File: src/rtl/uart_tx_fsm_if.sv
// Handshake and serializer-side signals of the UART TX frame controller.
// master = request source / serializer side, slave = frame controller.
interface uart_tx_fsm_if #(
  parameter int unsigned DATA_W = 8
) ();
  logic [DATA_W-1:0] P_DATA;
  logic              Data_Valid;
  logic              PAR_EN;
  logic              PAR_TYP;
  logic              ser_data;
  logic              ser_done;
  logic              ser_en;
  logic              busy;
  logic              TX_OUT;
  logic              frame_err;

  modport master (
    output P_DATA, Data_Valid, PAR_EN, PAR_TYP, ser_data, ser_done,
    input  ser_en, busy, TX_OUT, frame_err
  );

  modport slave (
    input  P_DATA, Data_Valid, PAR_EN, PAR_TYP, ser_data, ser_done,
    output ser_en, busy, TX_OUT, frame_err
  );
endinterface

File: src/rtl/uart_tx_fsm.sv
// UART TX frame controller: start bit, serializer data bits, optional parity, stop bit.
// ser_en and TX_OUT are decoded from registered state; busy and frame_err are registered.
module uart_tx_fsm #(
  parameter int unsigned DATA_W = 8
) (
  input  logic           CLK,
  input  logic           RST,
  uart_tx_fsm_if.slave   bus
);
  localparam int unsigned      CNT_W = $clog2(DATA_W);
  localparam logic [CNT_W-1:0] LAST  = CNT_W'(DATA_W - 1);

  typedef enum logic [2:0] {
    IDLE   = 3'd0,
    START  = 3'd1,
    DATA   = 3'd2,
    PARITY = 3'd3,
    STOP   = 3'd4
  } state_t;

  state_t           state;
  state_t           next_state;
  logic [CNT_W-1:0] dcnt;
  logic             par_en_q;
  logic             par_bit;
  logic             busy_q;
  logic             frame_err_q;
  logic             accept;

  assign accept        = (state == IDLE) && bus.Data_Valid;
  assign bus.busy      = busy_q;
  assign bus.frame_err = frame_err_q;

  // Next state plus the line/shift-enable decode.
  always_comb begin
    next_state = state;
    bus.ser_en = 1'b0;
    bus.TX_OUT = 1'b1;
    unique case (state)
      IDLE: begin
        if (bus.Data_Valid) next_state = START;
      end
      START: begin
        bus.TX_OUT = 1'b0;
        bus.ser_en = 1'b1;
        next_state = DATA;
      end
      DATA: begin
        bus.TX_OUT = bus.ser_data;
        bus.ser_en = (dcnt != LAST);
        if (dcnt == LAST) next_state = par_en_q ? PARITY : STOP;
      end
      PARITY: begin
        bus.TX_OUT = par_bit;
        next_state = STOP;
      end
      STOP: begin
        next_state = IDLE;
      end
      default: next_state = IDLE;
    endcase
  end

  always_ff @(posedge CLK) begin
    if (!RST) begin
      state       <= IDLE;
      dcnt        <= '0;
      par_en_q    <= 1'b0;
      par_bit     <= 1'b0;
      busy_q      <= 1'b0;
      frame_err_q <= 1'b0;
    end else begin
      state  <= next_state;
      busy_q <= (next_state != IDLE);
      if (accept) begin
        par_en_q    <= bus.PAR_EN;
        par_bit     <= (^bus.P_DATA) ^ bus.PAR_TYP;
        frame_err_q <= 1'b0;
        dcnt        <= '0;
      end else if (state == DATA) begin
        dcnt <= dcnt + CNT_W'(1);
        // ser_done must coincide with the last data bit; anything else is sticky.
        if (bus.ser_done != (dcnt == LAST)) frame_err_q <= 1'b1;
      end
    end
  end
endmodule

File: src/flat_wrapper.sv
// flat-port wrapper written by rule: the top's interface ports become plain ports
module uart_tx_fsm_flat 
#(
  parameter int unsigned DATA_W = 8
)
  (CLK, RST, bus_P_DATA, bus_Data_Valid, bus_PAR_EN, bus_PAR_TYP, bus_ser_data, bus_ser_done, bus_ser_en, bus_busy, bus_TX_OUT, bus_frame_err);
  uart_tx_fsm_if #(.DATA_W(DATA_W)) bus_i ();
  input  logic CLK;
  input  logic RST;
  input wire logic [$bits(bus_i.P_DATA)-1:0] bus_P_DATA;
  input wire logic [$bits(bus_i.Data_Valid)-1:0] bus_Data_Valid;
  input wire logic [$bits(bus_i.PAR_EN)-1:0] bus_PAR_EN;
  input wire logic [$bits(bus_i.PAR_TYP)-1:0] bus_PAR_TYP;
  input wire logic [$bits(bus_i.ser_data)-1:0] bus_ser_data;
  input wire logic [$bits(bus_i.ser_done)-1:0] bus_ser_done;
  output wire logic [$bits(bus_i.ser_en)-1:0] bus_ser_en;
  output wire logic [$bits(bus_i.busy)-1:0] bus_busy;
  output wire logic [$bits(bus_i.TX_OUT)-1:0] bus_TX_OUT;
  output wire logic [$bits(bus_i.frame_err)-1:0] bus_frame_err;
  assign bus_i.P_DATA = bus_P_DATA;
  assign bus_i.Data_Valid = bus_Data_Valid;
  assign bus_i.PAR_EN = bus_PAR_EN;
  assign bus_i.PAR_TYP = bus_PAR_TYP;
  assign bus_i.ser_data = bus_ser_data;
  assign bus_i.ser_done = bus_ser_done;
  assign bus_ser_en = bus_i.ser_en;
  assign bus_busy = bus_i.busy;
  assign bus_TX_OUT = bus_i.TX_OUT;
  assign bus_frame_err = bus_i.frame_err;
  uart_tx_fsm #(.DATA_W(DATA_W)) u_core (.CLK(CLK), .RST(RST), .bus(bus_i));
endmodule
File: config.mk
export PLATFORM = sky130hd
export DESIGN_NAME = uart_tx_fsm_flat
export DESIGN_NICKNAME = d
export VERILOG_FILES = /design/src/rtl/uart_tx_fsm_if.sv /design/src/rtl/uart_tx_fsm.sv /design/src/flat_wrapper.sv
export SDC_FILE = /design/constraint.sdc
export NUM_CORES = 1
export LEC_CHECK = 0
export CAP_MARGIN = 20
export CELL_PAD_IN_SITES_DETAIL_PLACEMENT = 0
export CELL_PAD_IN_SITES_GLOBAL_PLACEMENT = 1
export CORE_MARGIN = 2
export CORE_UTILIZATION = 35
export CTS_BUF_LIST = sky130_fd_sc_hd__clkbuf_8
export DETAILED_ROUTE_END_ITERATION = 8
export HOLD_SLACK_MARGIN = 0.02
export PLACE_DENSITY_LB_ADDON = 0.1
export SYNTH_ARGS = -nofsm -noshare
export SYNTH_HDL_FRONTEND = slang
export SYNTH_SLANG_ARGS = --single-unit
File: constraint.sdc
create_clock -name CLK -period 2.1 [get_ports CLK]
set_input_delay 0.42 -clock CLK [delete_from_list [all_inputs] [get_ports CLK]]
set_output_delay 0.42 -clock CLK [all_outputs]
set_load 0.005 [all_outputs]
# ---- Word level (Yosys, flattened, before mapping)
# Index checks and enable logic that the tools add are counted.
dict set report classes {
  n_addsub 1
  multipliers 0
  n_div 0
  magnitude_cmp 0
  n_eq_ne 6
  shifts 0
  mux 6
  bitwise 2
  reduce_logical 6
}
# operator count
set op_table {}
lappend op_table {{$pmux W3 S4} 1}
lappend op_table {{$mux W3} 3}
lappend op_table {{$reduce_xor A8 Y1} 1}
lappend op_table {{$eq A3 B2 Y1 const B} 2}
lappend op_table {{$add A3 B1 Y3 const B} 1}
lappend op_table {{$eq A3 B1 Y1 const B} 1}
lappend op_table {{$eq A3 B3 Y1 const B} 1}
lappend op_table {{$logic_not A3 Y1} 1}
lappend op_table {{$ne A3 B3 Y1 const B} 1}
lappend op_table {{$pmux W1 S3} 1}
lappend op_table {{$reduce_bool A3 Y1} 1}
lappend op_table {{$pmux W1 S2} 1}
lappend op_table {{$reduce_and A2 Y1} 1}
lappend op_table {{$reduce_or A2 Y1} 1}
lappend op_table {{$logic_and A1 B1 Y1} 1}
lappend op_table {{$ne A1 B1 Y1} 1}
lappend op_table {{$not A1 Y1} 1}
lappend op_table {{$xor A1 B1 Y1} 1}
dict set report word_totals {
  reg_bits 10
  latchBits 0
  ram_bits 0
  rom_bits 0
  out_inout_bits 4
  mem_count 0
}

# ---- Logic depth before layout (Yosys ltp)
dict set report logic_depth {
  ltp_word 4
  mapped_depth 5
  ltp_nobuf 5
}

# ---- Worst setup path after synthesis
# OpenSTA, ideal clock, no wires.
dict set report synth_timing {
  kind {reg2out}
  from {reg u_core.dcnt[0]}
  to {out bus_ser_en}
  arrival_ps 1166
  required_time_ps 1680
  slack_ps 514
  stages_incl_launch_ff 5
  n_path_buf 0
  cell_sequence {dfxtp_1 > ha_1 > ha_1 > or3_1 > a21oi_1}
}
dict set report synth_between {
  elab_chain_cells 2
}
# element line
set synth_rtl {}
lappend synth_rtl {{start, declared} uart_tx_fsm.sv:23} ;# logic [CNT_W-1:0] dcnt;
lappend synth_rtl {{start signal, assigned} uart_tx_fsm.sv:81} ;# dcnt <= dcnt + CNT_W'(1);
lappend synth_rtl {{$ne A3 B3 Y1} uart_tx_fsm.sv:50} ;# bus.ser_en = (dcnt != LAST);
lappend synth_rtl {{$pmux W1 S2} uart_tx_fsm.sv:39} ;# unique case (state)
lappend synth_rtl {{end, declared} flat_wrapper.sv:16} ;# output wire logic [$bits(bus_i.ser_en)-1:0] bus_ser_en;
# No other way between the ends.

# ---- Worst setup path in the final report
# Ends and elaborated chain as after synthesis.

==> metrics.md <==
| Metric | Value |
|---|---|
| Status | `completed` |
| Clock buffer depth | `2` |
| Clock Tree Root | `clkbuf_8` |
| Max-slew violations | `0` |
| Post-Route WL | `1070 um` |
| Crit share post-route | `93.0%` |
| Clock share of power | `43.0%` |
| Crit end category | `output pin` |
| Post-synth cell types | `22` |
| Clk_skew | `0.00571 ns` |
| Antenna cells | `0` |
| Yosys top cell area share | `39.3%` |
| Synthesized-area fraction occupied by adder cells | `4.91%` |
| Slew headroom | `69.5%` |
| Slew @ Worst Pin | `0.452 ns` |
| Ys async rst share | `0%` |
| CTS H-tree depth | `1` |
| Tmin final | `1.95 ns` |
| Vias after detailed routing | `452` |
| VDD IR max | `0.000335 V` |
| FMAX | `512 MHz` |
| Comb pwr share | `19.5%` |
| Compound-Gate Fraction of Synth Area | `15.0%` |
| Ratio of cells with drive above 1 in the final layout | `11.8%` |
| Power Density | `732 nW/um2` |
| Min Hold Slack | `0.477 ns` |
| Syn Nets | `69` |
| Clk_lat worst skew | `0.24 ns` |
| Synth cell count leaders | `dfxtp_1 (10), nor2_1 (6), xnor2_1 (6), a21oi_1 (4)` |
| Die Wd | `42.1 um` |
| XOR/XNOR Fraction of Synth Area | `18.2%` |
| Final core utilization | `57.9%` |
| Pre-antenna DRT Iters | `4` |
| Rows | `13` |
| Final setup fails | `0` |
| Largest family of logic cells by synthesized area | `XOR/XNOR gates` |
| Gate count of the mapped netlist | `52` |
| Core Box Area | `1330 um2` |
| Io pins | `19` |
| Leakage | `0.311 nW` |
| Switching part of the total power | `22.6%` |
| IO Port Bufs | `18` |
| Syn-to-layout area delta | `51.6%` |
| Vias in the first global route | `475` |
| Syn_area_per_cell | `9.79 um2` |
| Die area | `1780 um2` |
| Hold Path Class | `flip-flop to flip-flop` |
| Clk sinks | `10` |
| WL/cell | `11.7 um` |
| CTS buffer count | `3` |
| GRT Total Usage | `15.0%` |
| Crit path required time | `1.68 ns` |
| HPWL Detailed | `836 um` |
| Final Hold Viols | `0` |
| CTS tree | `built` |
| Int Pwr | `0.000438 W` |
| Largest net degree at the start of global routing | `8` |
| Vias per std cell | `4.97` |
| Post-layout nets | `94` |
| Simple-gate share of the synthesized area | `17.2%` |
| Max Cap Violations | `0` |
| First-pass GRT wire length | `1960 um` |
| Post-Synthesis Cell Area | `509 um2` |
| Clk slew on worst S/H paths | `0.05 ns` |
| Antenna violations before repair | `0` |
| GPL Wtd Cong | `0.817` |
| Layout fillers | `129` |
| Final ANT Viol Nets | `0` |
| Initial Utilization | `38.2%` |
| Critical path launch point type | `flip-flop` |
| Number of synthesized flops with an enable pin | `0` |
| CP Data Arrival Time | `1.53 ns` |
| Total gr overflow | `0` |
| Setup Fix Bufs, Post-CTS | `0` |
| Synth Warn # | `0` |
| CP max FO | `2` |
| DRC viols | `0` |
| Sequential cell area fraction in the yosys report | `39.3%` |
| Top post-synthesis cells by area | `dfxtp_1 (39%), xnor2_1 (10%), ha_1 (4.9%), nor2_1 (4.4%), xnor3_1 (4.4%)` |
| #FFs+latches synth | `10` |
| Chip height | `42.1 um` |
| Reg power frac | `37.5%` |
| Most common cell in the netlist | `dfxtp_1` |
| DR iter-0 viols | `8` |
| Critical path type | `flip-flop to output pin` |
| Mux contribution to synthesized area | `3.93%` |
| RSZ-0062 raised after global routing | `false` |
| Post-synth top flop | `dfxtp_1` |
| Psw | `0.000128 W` |
| Post-synth top area cell | `dfxtp_1` |
-- cell type report --
type	count	area (um2)	area share, %
Tap cell	15	18.8	2.43
Timing Repair Buffer	20	189	24.5
Sequential cell	10	200	25.9
Inverter	2	7.51	0.972
Multi-Input combinational cell	40	302	39.1
Clock buffer	4	55.1	7.13
-- kinds of logic after synthesis --
logic type	count (synthesis)
AOI/OAI and AO/OA	11
xor gates and xnor gates	9
adders and majority gates	2
buffers and inverters	2
DFF	10
muxes	2
and+or+nand+nor	16
-- registers in the layout, summed over array words and instances, names as in the netlist --
register	count
u_core.par_bit	1
u_core.bus.frame_err	1
u_core.bus.busy	1
u_core.dcnt	3
u_core.state	3
u_core.par_en_q	1
-- routing by layer --
metal  part of all wire (%)  vias to the layer above  track usage, %
met3                    6.1                        4            6.47
met1                     43                      203            15.2
met4                    2.2                        0            7.50
li1                       -                      229               -
met2                     49                       16            25.9
met5                      0                        -               0
-- through the flow --
step / instances / worst slack (ns) / power, W / instance area, um2 / setup TNS (ns)
floorplan: 52 / 0.514 / 0.000276 / 509 / 0
global placement: 87 / -0.00575 / 0.000328 / 723 / -0.00575
detailed placement: 87 / -0.00330 / 0.000330 / 723 / -0.00330
CTS: 91 / 0.0289 / 0.000572 / 776 / 0
global route: 91 / 0.0507 / 0.000595 / 772 / 0
finish: 91 / 0.147 / 0.000565 / 772 / 0
-- path summary, 6_finish.rpt --
check / to / slack, ns / cells after the start / from
worst max-delay path: bus_ser_en / 0.15 / 5 / u_core.dcnt[0]
worst min-delay path: u_core.bus.frame_err / 0.48 / 2 / u_core.bus.frame_err
worst max register to register: u_core.dcnt[2] / 0.72 / 5 / u_core.state[1]
worst min register to register: u_core.bus.frame_err / 0.48 / 2 / u_core.bus.frame_err
-- repair_timing --
item | in CTS | in global routing
endpoints found under the setup margin | 2 | 1
resized for setup | 2 | 2
hold endpoints to repair | 0 | 0
hold buffers | 0 | 0
-- cells in the final DEF (no fill, tap or decap), drive strengths merged --
cell type	netlist	routed
dlygate4sd2	0	1
xnor2	6	6
and3	1	1
nor2	6	6
ha	2	2
or3	1	1
clkdlybuf4s50	0	16
a311o	1	1
o21a	2	2
nand2b	2	2
o21ai	1	1
a22o	2	2
xor2	2	2
nor3	3	3
nand3	2	2
a21oi	4	4
buf	0	2
xnor3	1	1
clkbuf	0	5
mux2i	2	2
nand2	1	1
a211oi	1	1
dfxtp	10	10
inv	2	2
-- worst max-delay path, stage by stage, from the launching register on --
cell	delay (ns)
dfxtp_1	0.32
ha_1	0.20
ha_1	0.19
or3_1	0.31
a21oi_1	0.15
clkbuf_2	0.13
-- power by group through the flow --
stage | Sequential, W | Clock [W] | Combinational (W)
after floorplan | 0.000212 | 0 | 0.0000637
after global placement | 0.000215 | 0 | 0.000112
after detailed placement | 0.000216 | 0 | 0.000115
after CTS | 0.000212 | 0.000248 | 0.000112
after global routing | 0.000213 | 0.000260 | 0.000122
final | 0.000212 | 0.000243 | 0.000110
Power figures use the tool's default switching activity.
